### config.mk
export PLATFORM = sky130hd
export DESIGN_NAME = tinyalu_param
export DESIGN_NICKNAME = d
export VERILOG_FILES = /design/src/rtl/tinyalu_param.sv
export SDC_FILE = /design/constraint.sdc
export NUM_CORES = 1
export LEC_CHECK = 0
export BUFFER_PORTS_ARGS = -buffer_cell sky130_fd_sc_hd__buf_4
export CORE_UTILIZATION = 52
export CTS_CLUSTER_SIZE = 28
export DETAILED_ROUTE_END_ITERATION = 6
export PLACE_DENSITY = 0.73
export REMOVE_ABC_BUFFERS = 1
export SLEW_MARGIN = 10
export SYNTH_ARGS = -nofsm -noshare
export SYNTH_HDL_FRONTEND = slang
export SYNTH_SLANG_ARGS = --single-unit
export TNS_END_PERCENT = 10
### constraint.sdc
create_clock -name clk -period 2.1 [get_ports clk]
set_input_delay 0.315 -clock clk [delete_from_list [all_inputs] [get_ports clk]]
set_output_delay 0.315 -clock clk [all_outputs]
set_load 0.05 [all_outputs]
### src/rtl/tinyalu_param.sv
// tinyalu_param: parametrised tinyalu core with a start/done handshake, a busy
// flag, a MUL_STAGES-deep multiplier pipeline, subtract/clear ops and a zero flag.
//
// Ports:
//   clk     rising-edge clock
//   reset   asynchronous, active-high reset
//   A, B    WIDTH-bit unsigned operands, captured when an op is accepted
//   op      3-bit operation code, captured when an op is accepted
//   start   level request; an op is accepted on an edge where start=1 and busy=0
//   busy    high while an operation is in flight
//   done    one-cycle completion pulse; result is valid in the same cycle
//   result  2*WIDTH-bit result, held until the next completion
//   zero    high when the last completed result is zero, held with result
//
// Op codes: 000 no_op, 001 add, 010 and, 011 xor, 100 mul, 101 sub,
//           110 reserved (no_op), 111 clr.
module tinyalu_param #(
  parameter int WIDTH      = 8,
  parameter int MUL_STAGES = 3
) (
  input  logic               clk,
  input  logic               reset,
  input  logic [WIDTH-1:0]   A,
  input  logic [WIDTH-1:0]   B,
  input  logic [2:0]         op,
  input  logic               start,
  output logic               busy,
  output logic               done,
  output logic [2*WIDTH-1:0] result,
  output logic               zero
);

  localparam int RW = 2 * WIDTH;

  localparam logic [2:0] OP_ADD = 3'b001;
  localparam logic [2:0] OP_AND = 3'b010;
  localparam logic [2:0] OP_XOR = 3'b011;
  localparam logic [2:0] OP_MUL = 3'b100;
  localparam logic [2:0] OP_SUB = 3'b101;
  localparam logic [2:0] OP_CLR = 3'b111;

  typedef enum logic [1:0] {
    IDLE   = 2'd0,
    SINGLE = 2'd1,
    MUL    = 2'd2
  } state_t;

  state_t                state_q, state_d;
  logic                  done_q, done_d;
  logic [RW-1:0]         result_q, result_d;
  logic                  zero_q, zero_d;
  logic [MUL_STAGES-1:0] vld_p, vld_d;

  logic                  accept, accept_single, accept_mul;
  logic [RW-1:0]         single_p0;
  logic [RW-1:0]         mul_p [MUL_STAGES];

  // Sign-extend the (WIDTH+1)-bit difference so a borrow shows as a negative pattern.
  function automatic logic [RW-1:0] sext_diff(input logic signed [WIDTH:0] d);
    return {{(WIDTH-1){d[WIDTH]}}, d};
  endfunction

  function automatic logic [RW-1:0] single_op(input logic [2:0]       o,
                                               input logic [WIDTH-1:0] a,
                                               input logic [WIDTH-1:0] b);
    logic        [WIDTH:0] sum;
    logic signed [WIDTH:0] diff;
    logic        [RW-1:0]  r;
    sum  = {1'b0, a} + {1'b0, b};
    diff = $signed({1'b0, a}) - $signed({1'b0, b});
    case (o)
      OP_ADD:  r = {{(WIDTH-1){1'b0}}, sum};
      OP_AND:  r = {{WIDTH{1'b0}}, a & b};
      OP_XOR:  r = {{WIDTH{1'b0}}, a ^ b};
      OP_SUB:  r = sext_diff(diff);
      default: r = '0;  // clr
    endcase
    return r;
  endfunction

  assign busy          = (state_q != IDLE);
  assign accept        = start && (state_q == IDLE);
  assign accept_single = accept && ((op == OP_ADD) || (op == OP_AND) || (op == OP_XOR) ||
                                    (op == OP_SUB) || (op == OP_CLR));
  assign accept_mul    = accept && (op == OP_MUL);

  // Stage p0: single-cycle result and first multiplier stage captured at accept;
  // later multiplier stages only shift the product toward the result register.
  always_ff @(posedge clk) begin
    if (accept_single) single_p0 <= single_op(op, A, B);
    if (accept_mul)    mul_p[0]  <= RW'(A) * RW'(B);
    for (int i = 1; i < MUL_STAGES; i++) mul_p[i] <= mul_p[i-1];
  end

  always_comb begin
    vld_d    = '0;
    vld_d[0] = accept_mul;
    for (int i = 1; i < MUL_STAGES; i++) vld_d[i] = vld_p[i-1];
  end

  always_comb begin
    state_d  = state_q;
    done_d   = 1'b0;
    result_d = result_q;
    zero_d   = zero_q;
    case (state_q)
      IDLE: begin
        if (accept_mul)         state_d = MUL;
        else if (accept_single) state_d = SINGLE;
      end
      SINGLE: begin
        state_d  = IDLE;
        done_d   = 1'b1;
        result_d = single_p0;
        zero_d   = (single_p0 == '0);
      end
      MUL: begin
        if (vld_p[MUL_STAGES-1]) begin
          state_d  = IDLE;
          done_d   = 1'b1;
          result_d = mul_p[MUL_STAGES-1];
          zero_d   = (mul_p[MUL_STAGES-1] == '0);
        end
      end
      default: state_d = IDLE;
    endcase
  end

  // Reset aborts any in-flight op: clearing the valid bits and state means no late done.
  always_ff @(posedge clk or posedge reset) begin
    if (reset) begin
      state_q  <= IDLE;
      vld_p    <= '0;
      done_q   <= 1'b0;
      result_q <= '0;
      zero_q   <= 1'b1;
    end else begin
      state_q  <= state_d;
      vld_p    <= vld_d;
      done_q   <= done_d;
      result_q <= result_d;
      zero_q   <= zero_d;
    end
  end

  assign done   = done_q;
  assign result = result_q;
  assign zero   = zero_q;

endmodule

* After elaboration in Yosys (flattened, before gate mapping)
Memories as Yosys holds them, arrays and structs flattened.
Index checks and enable logic that the tools add are counted.
** Word-level totals
- Register bits after elaboration :: 39
- Bits in writable memories :: 48
- Output and inout bits :: 19
- Logic and storage cells :: 49
- Memories kept :: 1
** Operators by class
- $add $sub $neg :: 2
- $mul :: 1
- Equal/unequal tests :: 10
- Multiplexer cells :: 13
- Bitwise gates (word level) :: 2
- Reduce and logical (&&, ||, !) cells :: 14
** Memory list
- mul_p :: words 3, width 16, rd ports 3, clocked after Yosys merged registers in 0, wr ports 3, RTL line 56 : logic [RW-1:0] mul_p [MUL_STAGES];
** Operators by type and width (number)
- $pmux 16 s4 :: 1
- $logic_not 16->1 :: 2
- $pmux 16 s2 :: 1
- $mul 8x8->16 :: 1
- $mux 16 :: 1
- $add 8x8->9 :: 1
- $eq 3x3->1 const B :: 3
- $sub 8x8->9 :: 1
- $and 8x8->8 :: 1
- $xor 8x8->8 :: 1
- $eq 3x2->1 const B :: 2
- $mux 2 :: 3
- $logic_or 1x1->1 :: 4
- $mux 1 :: 4
- $pmux 1 s2 :: 2
- $pmux 2 s2 :: 1
- $reduce_and 2->1 :: 2
- $reduce_bool 2->1 :: 2
- $eq 3x1->1 const B :: 1
- $logic_and 1x1->1 :: 3
- $ne 3x3->1 const B :: 1
- $eq 2x1->1 const B :: 1
- $eq 2x2->1 const B :: 1
- $logic_not 2->1 :: 1
- $ne 2x2->1 const B :: 1

* Logic depth before layout (Yosys ltp)
- Word-level depth :: 9
- Gate-level depth with buffers :: 17

* Worst setup path after synthesis
Ideal clock, no wire load.
- Path type :: input to register
- Start point :: input A[4]
- End point :: memory mul_p[0][15] (netlist name) (data pin)
- Library setup time :: 0.260 ns
- Data arrival time :: 3.983 ns
- Required time :: 1.840 ns
- Path slack :: -2.143 ns
- Stages on the path :: 13
- Path buffers :: 0
- Cells stage by stage :: ha_1 > fa_1 > fa_1 > fa_1 > inv_1 > fa_1 > inv_1 > ha_1 > a2111o_1 > o21ai_2 > nor2_1 > a311oi_2 > xnor2_1
** RTL lines
- from (decl) :: RTL line 23 : input logic [WIDTH-1:0] A,
- to (decl) :: RTL line 56

==> results.sh <==
export IMPL_status="finished, violations left"
export IMPL_violations="setup timing"
export IMPL_ant_nets=0
export IMPL_viasPerCell=5.179
export IMPL_drive_above_1_share_pct=32.93
export IMPL_cpMaxStageDelayCell="fa_1"
export IMPL_ys_warnings_count=0
export IMPL_fin_area_mm2=0.007108
export IMPL_yosysSeqAreaShare_pct=36.86
export IMPL_drtIter0Drc=186
export IMPL_drc=0
export IMPL_antenna_found_initial=0
export IMPL_synth_async_reset_ratio_pct=28.40
export IMPL_dr_pass1_iters=4
export IMPL_first_global_vias=4276
export IMPL_preCtsSetupSlack_ps=-2358
export IMPL_grt_total_usage_pct=23.08
export IMPL_hold_buffers=0
export IMPL_cts_root_buf="clkbuf_8"
export IMPL_r2r_start="state_q[0]$_DFFE_PP0P_"
export IMPL_cp_end_kind="flop"
export IMPL_yosys_area_top_type_share_pct=14.40
export IMPL_postSynthCellCount=524
export IMPL_min_period_over_period_pct=181.8
export IMPL_tritoncts="yes"
export IMPL_worstMarginPinSlew_ps=799.1
export IMPL_synth_seq_cells=81
export IMPL_place_port_buffers=40
export IMPL_final_util_pct=71.41
export IMPL_maxSlewViolCount=0
export IMPL_synth_distinct_cells=55
export IMPL_p_leak_nw=3.300
export IMPL_finalCriticalPeriod_ps=3818
export IMPL_grt_first_pass_wirelength_um=19930
export IMPL_max_stage_delay_ps=520
export IMPL_nets=769
export IMPL_syn_area_per_cell_um2=10.35
export IMPL_r2r_cells=6
export IMPL_gp_congestion=0.8603
export IMPL_synth_most_common_cell="inv_1"
export IMPL_synth_edf_count=26
export IMPL_synth_area_top_cells="edfxtp_1 (14%), fa_1 (14%), ha_1 (13%), dfxtp_1 (12%), dfrtp_1 (10%)"
export IMPL_fmax_mhz=261.9
export IMPL_core_area_mm2=0.009955
export IMPL_via_count=4102
export IMPL_start_util_pct=54.46
export IMPL_hold_violations=0
export IMPL_rr_endpoint="mul_p[0][9]$_DFFE_PP_"
export IMPL_irDropWorstVdd_uv=651.7
export IMPL_yosys_most_used_dff="dfxtp_1"
export IMPL_syn_cell_area_mm2=0.005421
export IMPL_clock_path_buffers=2
export IMPL_die_area_mm2=0.01084
export IMPL_wirelength_um=11640
export IMPL_holdWs_ps=134.4
export IMPL_setup_slack_ps=-1718
export IMPL_fin_skew_ps=5.883
export IMPL_grt_start_max_net_pins=33
export IMPL_cts_sinks=81
export IMPL_hold_class="input pin to async pin"
export IMPL_start_kind="input pin"
export IMPL_n_antenna_cell=0
export IMPL_wl_per_cell_um=14.70
export IMPL_core_rowCount=36
export IMPL_max_slew_margin_rel_pct=46.66
export IMPL_crit_required_ps=2180
export IMPL_maxCapViolCount=0
export IMPL_path_class="input pin to flop"
export IMPL_cts_buffers_inserted=9
export IMPL_place_area_mm2=0.006449
export IMPL_dp_hpwl_um=9136
export IMPL_synthToLayoutAreaGrowth_pct=31.11
export IMPL_power_total_mw=7.376
export IMPL_ys_top_cells_by_count="inv_1 (68), ha_1 (55), nand2_1 (42)"
export IMPL_grt_overflow=0
export IMPL_clk_latency_ps=330
export IMPL_clkTransAtPathRegs_ps=80
export IMPL_die_h_um=104.1
export IMPL_num_io_pins=41
export IMPL_crit_arrival_ps=3900
export IMPL_cp_cell_sequence="buf_8 -> and2_4 -> fa_1 -> fa_1 -> fa_1 -> inv_2 -> fa_1 -> inv_2 -> ha_4 -> a2111o_1 -> o21ai_2 -> nor2_2 -> a311oi_2 -> xnor2_1"
export IMPL_cellPowerDensity_mw_per_mm2=1038
export IMPL_h_tree_depth=3
export IMPL_yosysTopAreaCell="edfxtp_1"
export IMPL_rsz0062_at_grt="true"
export IMPL_die_w_um=104.1
export IMPL_worstPathMaxFanout=4
export IMPL_worst_path_most_repeated_cell="fa_1"
export IMPL_finalSetupViolations=15
export IMPL_r2r_slack_ps=300
==> registers in the layout (all words and copies together) (netlist names) <==
signal,flops
result,16
state_q,2
mul_p,48
zero,1
single_p0,10
vld_p,3
done,1
==> worst max-delay path: cells and delay by family <==
kind,cells,cell delay (ps)
AOI/OAI and AO/OA,3,820
xor gates and xnor gates,1,100
adders and majority gates,5,2240
buffers and inverters,3,190
and+or+nand+nor,2,210
==> per-stage QoR <==
step	setup TNS, ps	std cells
2_1_floorplan	-30070	512
3_3_place_gp	-26410	768
3_5_place_dp	-27350	768
4_1_cts	-15720	792
5_1_grt	-17570	792
6_report	-16500	792
==> cells by family (layout without fill, tap and decap cells) <==
family | count (synthesis) | in the layout | share of synthesized area, %
and+or+nand+nor | 138 | 138 | 12.99
AOI/OAI and AO/OA | 99 | 99 | 11.93
adders and majority gates | 93 | 93 | 26.73
DFF | 81 | 81 | 36.86
buffers and inverters | 81 | 216 | 6.000
xor gates and xnor gates | 19 | 19 | 3.069
muxes | 13 | 13 | 2.423
==> cell type report <==
cell class,count,area (um^2)
Sequential cell,81,1998
Multi-Input combinational cell,362,3379
Inverter,69,259.0
Clock buffer,12,166.4
Timing Repair Buffer,131,1066
Tap cell,133,166.4
Fill cell,705,2846
Clock inverter,4,72.57
==> cell usage in the layout, fill, tap and decap left out, types with 22 or more instances in the layout <==
| cell | synthesis | final |
|---|---|---|
| dfxtp_1 | 32 | 32 |
| edfxtp_1 | 26 | 26 |
| nand2_1 | 42 | 39 |
| and2_1 | 39 | 28 |
| buf_4 | 0 | 113 |
| dfrtp_1 | 22 | 22 |
| a21oi_1 | 32 | 27 |
| inv_1 | 68 | 59 |
| o21ai_0 | 35 | 34 |
| ha_1 | 55 | 41 |
| fa_1 | 38 | 31 |
==> layer usage <==
layer	wire length, um	track usage [%]
met5	0	0
met1	4912	27.71
met3	433	3.446
met2	6041	41.81
met4	255	8.367
==> how the worst max path moves through the flow <==
| stage | startpoint | end |
|---|---|---|
| after floorplan | A[4] | mul_p[0][15]$_DFFE_PP_ |
| after global placement | A[4] | mul_p[0][15]$_DFFE_PP_ |
| after detailed placement | A[4] | mul_p[0][15]$_DFFE_PP_ |
| after CTS | B[5] | mul_p[0][15]$_DFFE_PP_ |
| after global routing | B[5] | mul_p[0][15]$_DFFE_PP_ |
| final | B[5] | mul_p[0][15]$_DFFE_PP_ |
==> repair_timing <==
| item | CTS | global route |
|---|---|---|
| pin swaps | 63 | 1 |
| setup buffers | 8 | 0 |
| hold endpoints to repair | 0 | 0 |
| endpoints found under the setup margin | 17 | 18 |
| resized for setup | 80 | 7 |
==> where the power goes <==
group	leakage, nW	switching (mW)	internal (mW)
combinational	2.38	2.18	1.83
clock	0.118	0.507	0.773
sequential	0.803	0.116	1.98
total	3.30	2.80	4.58
No activity file was read; power rests on OpenSTA's default activity.
